===== config.mk =====
export PLATFORM = sky130hd
export DESIGN_NAME = stream_rr_arbiter
export DESIGN_NICKNAME = d
export VERILOG_FILES = /design/src/rtl/stream_arb_pkg.sv /design/src/rtl/rr_picker.sv /design/src/rtl/stream_rr_arbiter.sv
export SDC_FILE = /design/constraint.sdc
export NUM_CORES = 1
export LEC_CHECK = 0
export CAP_MARGIN = 20
export CORE_MARGIN = 8
export CORE_UTILIZATION = 30
export CTS_BUF_LIST = sky130_fd_sc_hd__clkbuf_16
export CTS_CLUSTER_DIAMETER = 30
export CTS_CLUSTER_SIZE = 28
export DETAILED_ROUTE_END_ITERATION = 10
export GPL_TIMING_DRIVEN = 0
export PLACE_DENSITY = 0.83
export REMOVE_ABC_BUFFERS = 1
export SYNTH_ARGS = -nofsm -noshare
export SYNTH_HDL_FRONTEND = slang
export SYNTH_SLANG_ARGS = --single-unit

===== constraint.sdc =====
create_clock -name clk -period 2.45 [get_ports clk]
set_input_delay 0.49 -clock clk [delete_from_list [all_inputs] [get_ports clk]]
set_output_delay 0.49 -clock clk [all_outputs]
set_load 0.005 [all_outputs]

===== src/rtl/stream_arb_pkg.sv =====
// Shared types and helpers for the stream round-robin arbiter.
package stream_arb_pkg;

   localparam int NUM_PORTS_DEF = 4;
   localparam int MAX_BURST_DEF = 16;
   localparam int PTR_W         = $clog2(NUM_PORTS_DEF);
   localparam int CNT_W         = $clog2(MAX_BURST_DEF);

   // Widest supported requester set; rr_pick works on this width and
   // callers zero-extend narrower request vectors.
   localparam int PORTS_MAX = 16;
   localparam int IDX_MAX_W = 4;
   localparam int POS_W     = IDX_MAX_W + 1;

   typedef enum logic {
      ST_IDLE  = 1'b0,
      ST_GRANT = 1'b1
   } arb_state_t;

   typedef struct packed {
      logic                 found;
      logic [IDX_MAX_W-1:0] idx;
   } rr_pick_t;

   // Round-robin pick over the first n requesters: the request vector is
   // doubled so a scan starting at ptr wraps past n-1 back to 0 naturally.
   function automatic rr_pick_t rr_pick(input logic [PORTS_MAX-1:0] req,
                                        input logic [IDX_MAX_W-1:0] ptr,
                                        input int                   n);
      logic [2*PORTS_MAX-1:0] dbl;
      logic [POS_W-1:0]       pos;
      rr_pick_t               res;
      dbl = '0;
      res = '0;
      for (int i = 0; i < PORTS_MAX; i++) begin
         if (i < n) begin
            dbl[POS_W'(i)]     = req[IDX_MAX_W'(i)];
            dbl[POS_W'(i + n)] = req[IDX_MAX_W'(i)];
         end
      end
      for (int k = 0; k < PORTS_MAX; k++) begin
         pos = {1'b0, ptr} + POS_W'(k);
         if ((k < n) && !res.found && dbl[pos]) begin
            res.found = 1'b1;
            res.idx   = (pos >= POS_W'(n)) ? IDX_MAX_W'(pos - POS_W'(n))
                                           : IDX_MAX_W'(pos);
         end
      end
      return res;
   endfunction

endpackage


===== src/rtl/rr_picker.sv =====
// Combinational round-robin picker: first set request at or above ptr,
// wrapping back to port 0.
module rr_picker
   import stream_arb_pkg::*;
#(
   parameter int N = 4,
   parameter int W = $clog2(N)
) (
   input  logic [N-1:0] req,
   input  logic [W-1:0] ptr,
   output logic         found,
   output logic [W-1:0] idx
);

   logic [PORTS_MAX-1:0] req_ext;
   logic [IDX_MAX_W-1:0] ptr_ext;
   rr_pick_t             pick;

   // Widen to the package scan width and narrow the result back.
   always_comb begin
      req_ext          = '0;
      req_ext[N-1:0]   = req;
      ptr_ext          = '0;
      ptr_ext[W-1:0]   = ptr;
      pick             = rr_pick(req_ext, ptr_ext, N);
      found            = pick.found;
      idx              = W'(pick.idx);
   end

endmodule


===== src/rtl/stream_rr_arbiter.sv =====
// Burst-granular round-robin arbiter sharing one valid/ready stream
// between NUM_PORTS requesters. Data path is a combinational mux from the
// granted port; grant, pointer and beat count are registered.
//
//   state    | meaning
//   ---------+-----------------------------------------------------------
//   ST_IDLE  | no grant; decide next port from rr_ptr, nothing passes
//   ST_GRANT | gnt_idx owns the stream until last beat or MAX_BURST beats
module stream_rr_arbiter
   import stream_arb_pkg::*;
#(
   parameter int NUM_PORTS  = 4,
   parameter int WORD_WIDTH = 32,
   parameter int MAX_BURST  = 16
) (
   input  logic                            clk,
   input  logic                            rst,
   input  logic [NUM_PORTS-1:0]            up_valid,
   input  logic [NUM_PORTS*WORD_WIDTH-1:0] up_data,
   input  logic [NUM_PORTS-1:0]            up_last,
   output logic [NUM_PORTS-1:0]            up_ready,
   output logic                            down_valid,
   output logic [WORD_WIDTH-1:0]           down_data,
   output logic                            down_last,
   input  logic                            down_ready,
   output logic [NUM_PORTS-1:0]            grant,
   output logic                            busy,
   output logic                            my_transmit
);

   localparam int                IDX_W     = $clog2(NUM_PORTS);
   localparam int                BCNT_W    = $clog2(MAX_BURST);
   localparam logic [BCNT_W-1:0] LAST_BEAT = BCNT_W'(MAX_BURST - 1);
   localparam logic [IDX_W-1:0]  LAST_PORT = IDX_W'(NUM_PORTS - 1);

   arb_state_t           state;
   logic [IDX_W-1:0]     gnt_idx;
   logic [IDX_W-1:0]     rr_ptr;
   logic [BCNT_W-1:0]    beat_cnt;
   logic                 pick_found;
   logic [IDX_W-1:0]     pick_idx;
   logic [NUM_PORTS-1:0] pick_onehot;
   logic                 accept;
   logic                 release_now;

   rr_picker #(
      .N (NUM_PORTS),
      .W (IDX_W)
   ) u_picker (
      .req   (up_valid),
      .ptr   (rr_ptr),
      .found (pick_found),
      .idx   (pick_idx)
   );

   // Stream mux: only the granted port sees ready, everything else is quiet.
   always_comb begin
      up_ready   = '0;
      down_valid = 1'b0;
      down_data  = '0;
      down_last  = 1'b0;
      if (state == ST_GRANT) begin
         down_valid        = up_valid[gnt_idx];
         down_data         = up_data[gnt_idx*WORD_WIDTH +: WORD_WIDTH];
         down_last         = up_last[gnt_idx];
         up_ready[gnt_idx] = down_ready;
      end
   end

   // Handshake decode; a forced release never touches down_last.
   always_comb begin
      pick_onehot           = '0;
      pick_onehot[pick_idx] = 1'b1;
      accept                = down_valid & down_ready;
      release_now           = accept & (down_last | (beat_cnt == LAST_BEAT));
      my_transmit           = accept;
      busy                  = (state == ST_GRANT);
   end

   // Arbitration FSM with registered grant, pointer and beat count.
   always_ff @(posedge clk or posedge rst) begin
      if (rst) begin
         state    <= ST_IDLE;
         gnt_idx  <= '0;
         grant    <= '0;
         rr_ptr   <= '0;
         beat_cnt <= '0;
      end else begin
         case (state)
            ST_IDLE: begin
               if (pick_found) begin
                  state    <= ST_GRANT;
                  gnt_idx  <= pick_idx;
                  grant    <= pick_onehot;
                  beat_cnt <= '0;
               end
            end
            ST_GRANT: begin
               if (release_now) begin
                  state    <= ST_IDLE;
                  grant    <= '0;
                  beat_cnt <= '0;
                  rr_ptr   <= (gnt_idx == LAST_PORT) ? '0 : gnt_idx + 1'b1;
               end else if (accept) begin
                  beat_cnt <= beat_cnt + 1'b1;
               end
            end
            default: state <= ST_IDLE;
         endcase
      end
   end

endmodule


# --- Word-level counts from Yosys, hierarchy flattened ---
# Index checks and enable logic that the tools add are counted.
op_classes:
  add_sub_neg: 9
  mul: 0
  n_div: 0
  n_lt_le_gt_ge: 12
  n_eq_ne: 5
  shifts: 1
  n_mux: 39
  bitwise: 5
  reduce_logical: 12
ops:
  columns: ["cell", "n"]
  rows:
  - ["$shiftx 128x8->32", 1]
  - ["$mux 4", 10]
  - ["$mux 32", 1]
  - ["$mux 5", 4]
  - ["$lt 5x6->1 const B", 3]
  - ["$pmux 4 s2", 2]
  - ["$bmux 1 s5", 3]
  - ["$ge 5x3->1 const B", 3]
  - ["$mux 1", 12]
  - ["$sub 4x3->4 const B", 3]
  - ["$reduce_and 2->1", 4]
  - ["$add 2x2->3 const B", 2]
  - ["$bmux 1 s2", 3]
  - ["$lt 2x3->1 const B", 2]
  - ["$lt 2x6->1 const B", 1]
  - ["$logic_and 1x1->1", 5]
  - ["$add 4x1->4 const B", 1]
  - ["$and 4x4->4", 1]
  - ["$demux 1 s2", 2]
  - ["$eq 4x4->1 const B", 1]
  - ["$ge 2x1->1 const B", 2]
  - ["$ne 2x1->1 const B", 2]
  - ["$sub 2x3->4 const B", 1]
  - ["$add 2x1->3 const B", 1]
  - ["other kinds (10)", 13]
word_totals:
  regBits: 13
  latch_bits: 0
  ram_bits: 0
  romBits: 0
  in_bits: 139
  out_inout_bits: 44
  word_cells: 88
  mem_count: 0

# --- Logic depth before layout (Yosys ltp) ---
# Gate-level depths: netlist of run 1.
depth:
  word_depth: 18
  depth_mapped: 6
  mapped_depth_nobuf: 5

# --- Hierarchy ---
# Synthesis of run 1 repeated with hierarchy kept, for this count alone.
hier_totals:
  cells_unflattened: 161
  hier_area_um2: 1821.7
modules_own_cells:
  columns: ["module", "n_inst", "cells_each", "area_per_inst_um2", "seq_area_each_um2"]
  rows:
  - ["stream_rr_arbiter", 1, 146, 1744.2, 325.3]
  - ["rr_picker", 1, 15, 77.6, 0.0]

# --- Worst setup path before layout of run 1 ---
# OpenSTA, ideal clock, no wires.
synth_timing:
  path_kind: "flip-flop to output port"
  start: "register gnt_idx[0]"
  end: "output port down_data[0]"
  arrival_ns: 1.511
  required_ns: 1.960
  path_slack_ns: 0.449
  stages_incl_launch_ff: 5
  path_buffers: 2
  cell_sequence: "dfrtp_1 buf_6 buf_2 mux4_2 and2_1"
synth_between:
  elab_chain_cells: 2
synth_lines:
  columns: ["element", "line", "text"]
  rows:
  - ["from (decl)", "stream_rr_arbiter.sv:37", "logic [IDX_W-1:0] gnt_idx;"]
  - ["from (signal assigned)", "stream_rr_arbiter.sv:93", "gnt_idx <= pick_idx;"]
  - ["$shiftx 128x8->32", "stream_rr_arbiter.sv:64", "down_data = up_data[gnt_idx*WORD_WIDTH +: WORD_WIDTH];"]
  - ["$mux 32", "stream_rr_arbiter.sv:62", "if (state == ST_GRANT) begin"]
  - ["to (decl)", "stream_rr_arbiter.sv:23", "output logic [WORD_WIDTH-1:0] down_data,"]
# No other way between the ends.

# --- Worst setup path after layout of run 1 ---
layout_timing:
  start: "register gnt_idx[0]"
  end: "output port down_data[9]"
# Same word-level chain as after synthesis.

==> reports/metrics.yaml, run 1 <==
detailed_routing:
  avgRoutedWirePerCell_um: 22.1
  drcViolationCount: 0
  dr.pass1.iters: 4
  antenna_violating_nets_post_route: 0
  vias: 2205
  postRouteWirelength_um: 9380
  detailedRoute.firstIterationViolations: 55
  route.detailed.vias_per_inst: 5.20
timing:
  slew_viol_final: 0
  finalCritPeriodShare_pct: 98.1
  finalHoldViolations: 0
  max_clock_skew_ns: 0.00163
  max_transition_margin_pct: 65.3
  setup_violations: 0
  fmax_mhz: 416
  fin_setup_tns_ns: 0
  layout_min_cycle_time_ns: 2.40
  timing_worst_slew_pin_value_ns: 0.520
clock_network:
  cts_buffer_depth: 2
  tritoncts: "yes"
  insertion_delay_ns: 0.24
  clock_tree.htree_level_count: 1
  cts.clk_slew.worst_paths_ns: 0.05
  total_cts_buffers: 3
  postCtsHoldBufs: 0
  cts_root_buf: "sky130_fd_sc_hd__clkbuf_16"
  cts.sink_count: 13
yosys:
  synth_enable_flop_cells: 0
  post_synth_main_area_contributors: "sky130_fd_sc_hd__mux4_2 43%, sky130_fd_sc_hd__dfrtp_1 18%, sky130_fd_sc_hd__and2_1 12%"
  synth-async-reset-ratio_pct: 100
  ys_seq_elements: 13
  yosys_warn_count: 0
  synthesis.area_sq_mm: 0.00179
  synth_cell_types: 31
  yosys_most_used_dff: "sky130_fd_sc_hd__dfrtp_1"
  synth-seq-area-share_pct: 18.1
  number_of_standard_cells_after_synthesis: 159
  synth_area_per_cell_sq_um: 11.3
  yosysTopAreaCell: "sky130_fd_sc_hd__mux4_2"
  post-synth-top-area-fraction_pct: 42.7
critical_path:
  crit_required_ns: 1.96
  criticalPathCategory: "reg2out"
  ordered_cell_list_for_the_critical_path: "buf_8 > buf_4 > mux4_2 > and2_1 > dlygate4sd2_1"
  crit_fanout: 4
  cpMaxStageDelayCell: "sky130_fd_sc_hd__dfrtp_4"
  worstSetupStartpointType: "flop"
  timing.critical_path.arrival_ns: 1.91
  critical_path.endpoint_type: "output pin"
  crit_path_max_incr_delay_ns: 0.53
place:
  postPlaceCellArea_sq_mm: 0.00369
  routabilityCongestion: 0.856
  numPortBuffers: 182
  dp_cells: 405
  post-dp-hpwl_um: 7580
final_layout:
  final_instance_count_excl_fillers: 424
  final_net_count: 494
  synthToLayoutAreaGrowth_pct: 118
  n_antenna_cell: 0
  post_route_cells_drive_above_1_share_pct: 17.8
  final_design_area_no_fill_sq_mm: 0.00391
die:
  dieHeight_um: 93.3
  die_area_sq_mm: 0.00871
  initial_core_util_pct: 30.7
  die_width_um: 93.3
  rows: 28
  coreArea_sq_mm: 0.00585
  ios: 183
power_and_ir_drop:
  p_leak_nw: 1.64
  power.clock.fraction_pct: 9.5
  power.density_mw_per_mm2: 826
  power.share.sequential_pct: 13.6
  finalPower_mw: 3.23
  total_switching_power_mw: 1.15
  power.internal_mw: 2.08
  max-vdd-ir-drop_mv: 0.544
  combinationalPowerShare_pct: 76.9
  switching_share_pct: 35.7
global_routing:
  grt_use_total_pct: 20.3
  grt_pass1_vias: 2323
  grt_max_degree: 25
  grt_antenna_before_repair: 0
  globalRouteOverflowTotal: 0
  global_route_wire_length_before_repair_um: 13600
outcome:
  run_status: "completed"
run:
  drv_cap: 0
min_path:
  hold_removal_path_class: "reg2reg"
[area by class of cell]
type | count | area, sq um
clock buffer | 3 | 75.1
clock inverter | 1 | 3.75
fill | 463 | 1940
inverter | 7 | 26.3
multi-input combinational | 126 | 1380
sequential | 13 | 334
tap | 75 | 93.8
timing repair buffer | 199 | 2000
[state kept, by name, summed over array words and instances (netlist names)]
signal,flops
beat_cnt,4
grant,4
gnt_idx,2
rr_ptr,2
busy,1
[cell usage in the layout, fill, tap and decap left out, drive strengths merged]
cell type      instances
o41ai                  1
or4                    1
mux2                   1
o22a                   1
dlymetal6s2s           5
a21o                   1
a221oi                 1
dlygate4sd2           34
nand2                 11
clkbuf                 4
buf                   16
clkdlybuf4s50        143
nor2b                  1
a21oi                  3
nand2b                 2
and2                  34
and3                   4
a31o                   1
dfrtp                 13
o32ai                  4
a221o                  1
inv                    8
a31oi                  2
or4b                   1
ha                     5
o21ai                  6
nand3                  6
mux4                  34
nor2                   3
o22ai                  2
[synthesized netlist by cell type (2+ instances only)]
master                     instances
sky130_fd_sc_hd__buf_2             4
sky130_fd_sc_hd__dfrtp_1          13
sky130_fd_sc_hd__nor2_1            3
sky130_fd_sc_hd__o22ai_1           2
sky130_fd_sc_hd__and2_1           34
sky130_fd_sc_hd__nand2b_1          2
sky130_fd_sc_hd__inv_1             7
sky130_fd_sc_hd__nand3_1           5
sky130_fd_sc_hd__clkbuf_1          6
sky130_fd_sc_hd__o32ai_1           4
sky130_fd_sc_hd__a21oi_1           3
sky130_fd_sc_hd__buf_1             2
sky130_fd_sc_hd__nand2_1          11
sky130_fd_sc_hd__o21ai_0           6
sky130_fd_sc_hd__mux4_2           34
sky130_fd_sc_hd__and3_1            4
sky130_fd_sc_hd__ha_1              5
[power groups by stage]
| stage | Clock (mW) | Combinational (mW) | Sequential [mW] |
|---|---|---|---|
| floorplan | 0 | 1.04 | 0.561 |
| global placement | 0 | 2.13 | 0.676 |
| detailed placement | 0 | 2.32 | 0.548 |
| CTS | 0.313 | 2.35 | 0.448 |
| global route | 0.325 | 2.69 | 0.452 |
| finish | 0.308 | 2.48 | 0.438 |
[layer usage]
layer,global-route usage (%),vias to the layer above,share of wire (%)
met5,0,-,0
met1,22.0,1079,35
met2,37.8,102,53
met4,7.25,0,2.9
met3,4.49,16,9.3
li1,-,1008,-
[final timing paths]
check | start | to | slack (ns) | depth (start not counted)
min in group asynchronous | rst | grant[3]$_DFFE_PP0P_ | 0.58 | 2
max in group asynchronous | rst | gnt_idx[1]$_DFFE_PP0P_ | 1.48 | 2
max | gnt_idx[0]$_DFFE_PP0P_ | down_data[9] | 0.05 | 5
min | beat_cnt[1]$_DFFE_PP0P_ | beat_cnt[1]$_DFFE_PP0P_ | 0.55 | 2
min reg2reg | beat_cnt[1]$_DFFE_PP0P_ | beat_cnt[1]$_DFFE_PP0P_ | 0.55 | 2
max reg2reg | gnt_idx[0]$_DFFE_PP0P_ | rr_ptr[1]$_DFFE_PP0P_ | 0.28 | 6
[cell families after synthesis]
kind of cell | after synthesis | synth area share (%)
flops | 13 | 18.1
compound gates | 23 | 9.62
mux | 35 | 43.3
buf+inv | 20 | 4.88
fa+ha+maj | 5 | 3.49
simple gates | 63 | 20.6
[timing repair]
action	4_1_cts	5_1_grt
pin swaps	1	0
cloned	0	1
buffers inserted	6	8
resized for setup	40	10
endpoints found under the setup margin	40	11
[per-stage QoR]
stage	util, %	setup slack [ns]	hold WS, ns
6_report	66.9	0.0470	0.553
5_1_grt	66.9	-0.000748	0.563
4_1_cts	64.9	-0.0474	0.550
3_5_place_dp	63.0	-0.273	0.528
3_3_place_gp	62.4	-1.45	0.514
2_1_floorplan	-	-0.520	0.367
[critical path, delay by kind of cell, from the launching register on]
family                 cells  cell delay, ns
buffers and inverters      3            0.57
flip-flops                 1            0.53
multiplexers               1            0.41
AND/OR/NAND/NOR            1            0.16
Note: power is estimated with default switching activity, not from simulation.
==> run 2: changes to the inputs <==
Settings changed: CTS_BUF_LIST sky130_fd_sc_hd__clkbuf_16 to unset, PLACE_DENSITY 0.83 to 0.89.
==> reports/metrics.yaml, run 2 (synthesis gave the netlist of run 1 again) <==
outcome:
  run_status: "finished with violations"
  violations: "negative setup slack"
run:
  drv_cap: 0  # unchanged
die:
  coreArea_sq_mm: 0.00585  # unchanged
  die_width_um: 93.3  # unchanged
  rows: 28  # unchanged
  ios: 183  # unchanged
  initial_core_util_pct: 30.7  # unchanged
  die_area_sq_mm: 0.00871  # unchanged
  dieHeight_um: 93.3  # unchanged
critical_path:
  worstSetupStartpointType: "flop"
  critical_path.endpoint_type: "output pin"
  crit_required_ns: 1.96  # about the same
  cpMaxStageDelayCell: "sky130_fd_sc_hd__mux4_2"
  timing.critical_path.arrival_ns: 2.00  # +0.09 ns
  criticalPathCategory: "reg2out"
  crit_fanout: 7  # +3
  ordered_cell_list_for_the_critical_path: "buf_4 > mux4_2 > and2_1 > clkdlybuf4s50_1"
  crit_path_max_incr_delay_ns: 0.50  # -0.03 ns
detailed_routing:
  drcViolationCount: 0  # unchanged
  detailedRoute.firstIterationViolations: 65  # +18%
  antenna_violating_nets_post_route: 0  # unchanged
  vias: 2234  # +1.3%
  avgRoutedWirePerCell_um: 22.7  # +2.4%
  postRouteWirelength_um: 9670  # +3.1%
  dr.pass1.iters: 4  # unchanged
  route.detailed.vias_per_inst: 5.23  # +0.60%
timing:
  finalCritPeriodShare_pct: 102  # +3.5 points
  timing_worst_slew_pin_value_ns: 0.615  # +0.0944 ns
  finalHoldViolations: 0  # unchanged
  setup_violations: 4  # +4
  setup_repair_after_global_routing_missed_its_margin: "true"
  fmax_mhz: 402  # -3.4%
  max_transition_margin_pct: 59.0  # -6.3 points
  layout_min_cycle_time_ns: 2.49  # +0.0854 ns
  least_setup_slack_across_all_paths_after_layout_ns: -0.0384  # -0.0854 ns
  max_clock_skew_ns: 0.000912  # -0.000718 ns
  slew_viol_final: 0  # unchanged
final_layout:
  n_fill_cell: 467  # +0.86%
  final_net_count: 497  # +0.61%
  post_route_cells_drive_above_1_share_pct: 18.8  # +0.98 points
  commonest_non_fill_non_tap_cells_in_the_layout: "142 x sky130_fd_sc_hd__clkdlybuf4s50_1, 34 x sky130_fd_sc_hd__mux4_2, 34 x sky130_fd_sc_hd__and2_1"
  n_antenna_cell: 0  # unchanged
  largestRegisters: "beat_cnt x4, grant x4"
  layout.cells.most_common: "sky130_fd_sc_hd__clkdlybuf4s50_1"
  synthToLayoutAreaGrowth_pct: 119
  postLayoutCoreUtil_pct: 67.3  # +0.43 points
power_and_ir_drop:
  p_leak_nw: 1.74  # +6.3%
  finalPower_mw: 3.21  # -0.68%
  combinationalPowerShare_pct: 79.6  # +2.7 points
  total_switching_power_mw: 1.16  # +1.0%
  power.density_mw_per_mm2: 815  # -1.3%
  power.internal_mw: 2.05  # -1.6%
  switching_share_pct: 36.3  # +0.62 points
  max-vdd-ir-drop_mv: 0.561  # +3.1%
  power.clock.fraction_pct: 6.2  # -3.3 points
  power.share.sequential_pct: 14.2  # +0.6 points
place:
  routabilityCongestion: 0.861  # +0.62%
  post-dp-hpwl_um: 7620  # +0.54%
  numPortBuffers: 182  # unchanged
global_routing:
  grt_pass1_vias: 2433  # +4.7%
  grt_use_total_pct: 21.3  # +1.0 points
  global_route_wire_length_before_repair_um: 14000  # +2.5%
  grt_antenna_before_repair: 0  # unchanged
  grt_max_degree: 43  # +72%
  globalRouteOverflowTotal: 0  # unchanged
clock_network:
  tritoncts: "yes"
  cts.clk_slew.worst_paths_ns: 0.06  # about the same
  clock_tree.htree_level_count: 1  # unchanged
  cts_root_buf: "sky130_fd_sc_hd__clkbuf_8"
  postCtsHoldBufs: 0  # unchanged
  total_cts_buffers: 3  # unchanged
  cts.sink_count: 13  # unchanged
  cts_buffer_depth: 2  # unchanged
  insertion_delay_ns: 0.25  # about the same
min_path:
  hold_removal_path_class: "reg2reg"
## run 2: worst max-delay path: cells and delay by family (launching register included)
| family | cells | cell delay [ns] |
|---|---|---|
| buffers and inverters | 2 | 0.60 |
| muxes | 1 | 0.50 |
| DFF | 1 | 0.48 |
| and+or+nand+nor | 1 | 0.17 |
## run 2: power by group through the flow
stage | registers [mW] | logic (mW) | clock network (mW)
final | 0.455 | 2.56 | 0.199
after global routing | 0.480 | 2.76 | 0.216
after CTS | 0.488 | 2.46 | 0.204
after detailed placement | 0.606 | 2.24 | 0
after global placement | 0.676 | 2.12 | 0
after floorplan | 0.561 | 1.04 | 0
## run 2: final cells by class
type	instances	area, sq um	area share, %
clock inverter	1	5.00	0.127
multi-input combinational	126	1380	35.1
sequential	13	334	8.48
inverter	7	26.3	0.667
tap	75	93.8	2.38
clock buffer	3	41.3	1.05
timing repair buffer	202	2060	52.2
## run 2: layer usage
metal	wire (um)	global-route usage, %
met5	0	0
met4	465	9.93
met3	820	6.25
met2	4960	38.4
met1	3420	22.3
## run 2: per-stage QoR
| stage | worst slack, ns | hold WS [ns] | cells | setup TNS [ns] | instance area [sq um] |
|---|---|---|---|---|---|
| global placement | -1.43 | 0.516 | 403 | -59.06 | 3650 |
| detailed placement | -0.323 | 0.520 | 404 | -6.73 | 3670 |
| finish | -0.0384 | 0.541 | 427 | -0.0459 | 3940 |
| global route | -0.0973 | 0.567 | 427 | -0.970 | 3940 |
| floorplan | -0.520 | 0.367 | 146 | -18.06 | 1730 |
| CTS | -0.135 | 0.530 | 420 | -1.70 | 3820 |
## run 2: path summary, 6_finish.rpt
kind                                    startpoint                      end  slack, ns  cells past startpoint
setup / recovery            gnt_idx[0]$_DFFE_PP0P_                down_last      -0.04                      4
hold / removal             beat_cnt[0]$_DFFE_PP0P_  beat_cnt[0]$_DFFE_PP0P_       0.54                      1
setup reg to reg            gnt_idx[0]$_DFFE_PP0P_    rr_ptr[1]$_DFFE_PP0P_       0.21                      7
hold reg to reg            beat_cnt[0]$_DFFE_PP0P_  beat_cnt[0]$_DFFE_PP0P_       0.54                      1
max in group asynchronous                      rst   gnt_idx[0]$_DFFE_PP0P_       1.52                      2
min in group asynchronous                      rst     grant[2]$_DFFE_PP0P_       0.56                      2
## run 2: repair_timing
action                     4_1_cts  5_1_grt
gates resized for setup         28       21
setup buffers                   11        6
cloned                           1        1
setup endpoints to repair       40       21
==> run 3: changes to the inputs <==
Settings changed: CTS_CLUSTER_DIAMETER 30 to 200, SKIP_CTS_REPAIR_TIMING set to 1.
==> reports/metrics.yaml, run 3 (synthesis gave the netlist of run 1 again) <==
timing:
  timing_worst_slew_pin_value_ns: 0.501  # -0.114 ns
  finalHoldViolations: 0  # unchanged
  setup_repair_after_global_routing_missed_its_margin: "true"
  max_clock_skew_ns: 0.000978  # +0.0000657 ns
  max_transition_margin_pct: 66.6  # +7.6 points
  layout_min_cycle_time_ns: 2.52  # +0.0348 ns
  slew_viol_final: 0  # unchanged
  finalCritPeriodShare_pct: 103  # +1.4 points
  least_setup_slack_across_all_paths_after_layout_ns: -0.0733  # -0.0348 ns
  setup_violations: 14  # +10
  fmax_mhz: 396  # -1.4%
  fin_setup_tns_ns: -0.734  # -0.688 ns
critical_path:
  crit_fanout: 10  # +3
  timing.critical_path.arrival_ns: 2.03  # +0.03 ns
  critPathTopFamily: "buffers and inverters"
  criticalPathCategory: "reg2out"
  cpMaxStageDelayCell: "sky130_fd_sc_hd__mux4_2"
  critical_path.endpoint_type: "output pin"
  ordered_cell_list_for_the_critical_path: "buf_6 > mux4_2 > and2_1 > clkdlybuf4s50_1"
  crit_required_ns: 1.96  # about the same
  critical_path.n_buffers_inverters: 2  # unchanged
  worstSetupStartpointType: "flop"
  crit_path_max_incr_delay_ns: 0.51  # about the same
die:
  die_area_sq_mm: 0.00871  # unchanged
  dieHeight_um: 93.3  # unchanged
  ios: 183  # unchanged
  coreArea_sq_mm: 0.00585  # unchanged
  rows: 28  # unchanged
  die_width_um: 93.3  # unchanged
  initial_core_util_pct: 30.7  # unchanged
final_layout:
  post_route_cells_drive_above_1_share_pct: 17.2  # -1.5 points
  commonest_non_fill_non_tap_cells_in_the_layout: "158 x sky130_fd_sc_hd__clkdlybuf4s50_1, 34 x sky130_fd_sc_hd__mux4_2, 34 x sky130_fd_sc_hd__and2_1"
  layout.cells.most_common: "sky130_fd_sc_hd__clkdlybuf4s50_1"
  final_net_count: 493  # -0.80%
  final_instance_count_excl_fillers: 423  # -0.94%
  synthToLayoutAreaGrowth_pct: 121
  largestRegisters: "beat_cnt x4, grant x4"
  n_antenna_cell: 0  # unchanged
place:
  numPortBuffers: 182  # unchanged
  post-dp-hpwl_um: 7620  # unchanged
  dp_cells: 404  # unchanged
  placement.setup.worst_slack_ns: -0.323  # unchanged
  routabilityCongestion: 0.861  # unchanged
detailed_routing:
  detailedRoute.firstIterationViolations: 51  # -22%
  postRouteWirelength_um: 9520  # -1.5%
  route.detailed.vias_per_inst: 5.26  # +0.45%
  drcViolationCount: 0  # unchanged
  dr.pass1.iters: 4  # unchanged
  vias: 2223  # -0.49%
  antenna_violating_nets_post_route: 0  # unchanged
  avgRoutedWirePerCell_um: 22.5  # -0.61%
power_and_ir_drop:
  power.density_mw_per_mm2: 822  # +0.80%
  p_leak_nw: 1.76  # +0.95%
  max-vdd-ir-drop_mv: 0.591  # +5.5%
run:
  drv_cap: 0  # unchanged
clock_network:
  cts.clk_slew.worst_paths_ns: 0.06  # about the same
  clock_tree.htree_level_count: 1  # unchanged
  total_cts_buffers: 3  # unchanged
  cts.sink_count: 13  # unchanged
  cts_root_buf: "sky130_fd_sc_hd__clkbuf_8"
  insertion_delay_ns: 0.25  # about the same
  cts_buffer_depth: 2  # unchanged
  tritoncts: "yes"
global_routing:
  grt_max_degree: 43  # unchanged
  global_route_wire_length_before_repair_um: 13200  # -5.9%
  grt_pass1_vias: 2331  # -4.2%
  globalRouteOverflowTotal: 0  # unchanged
  grt_antenna_before_repair: 0  # unchanged
  grt_use_total_pct: 19.8  # -1.5 points
min_path:
  hold_removal_path_class: "reg2reg"
outcome:
  run_status: "finished with violations"
  violations: "negative setup slack"
run 3: cell count changes in the layout (fill, tap and decap cells not counted), sizes merged:
cell,before,now
dlymetal6s2s,15,24
buf,19,16
dlygate4sd2,24,0
clkdlybuf4s50,142,158
clkbuf,5,3
run 3: where the power goes:
group	total, mW	switching (mW)	internal, mW	leakage (nW)
logic	2.63	0.944	1.69	1.56
registers	0.420	0.120	0.300	0.165
clock network	0.198	0.0857	0.113	0.0255
run 3: cell type report:
type                            count  area (sq um)
Timing Repair Buffer              198          2080
Fill cell                         453          1890
Multi-Input combinational cell    126          1380
Sequential cell                    13           333
Tap cell                           75          93.8
Clock buffer                        3          41.3
Inverter                            7          26.3
Clock inverter                      1          5.00
run 3: path summary, 6_finish.rpt:
kind	start	endpoint	slack (ns)	cells past startpoint
max reg2reg	gnt_idx[0]$_DFFE_PP0P_	rr_ptr[1]$_DFFE_PP0P_	0.25	7
min	beat_cnt[0]$_DFFE_PP0P_	beat_cnt[0]$_DFFE_PP0P_	0.54	1
max	gnt_idx[0]$_DFFE_PP0P_	down_data[18]	-0.07	4
max in group asynchronous	rst	gnt_idx[0]$_DFFE_PP0P_	1.51	2
min in group asynchronous	rst	grant[2]$_DFFE_PP0P_	0.56	2
min reg2reg	beat_cnt[0]$_DFFE_PP0P_	beat_cnt[0]$_DFFE_PP0P_	0.54	1
run 3: metrics by stage:
stage / total power [mW] / area, sq um / utilization (%) / hold slack (ns)
final: 3.25 / 3960 / 67.7 / 0.538
after floorplan: 1.60 / 1730 / - / 0.367
after CTS: 3.06 / 3720 / 63.5 / 0.530
after global routing: 3.48 / 3960 / 67.7 / 0.568
after detailed placement: 2.85 / 3670 / 62.7 / 0.520
after global placement: 2.80 / 3650 / 62.4 / 0.516
run 3: routing by layer:
metal  track usage (%)  part of all wire, %  up-vias
met3              5.93                  9.4       30
met1              20.4                   34     1073
met4              8.46                  4.5        0
met2              36.3                   52      118
met5                 0                    0        -
li1                  -                    -     1002
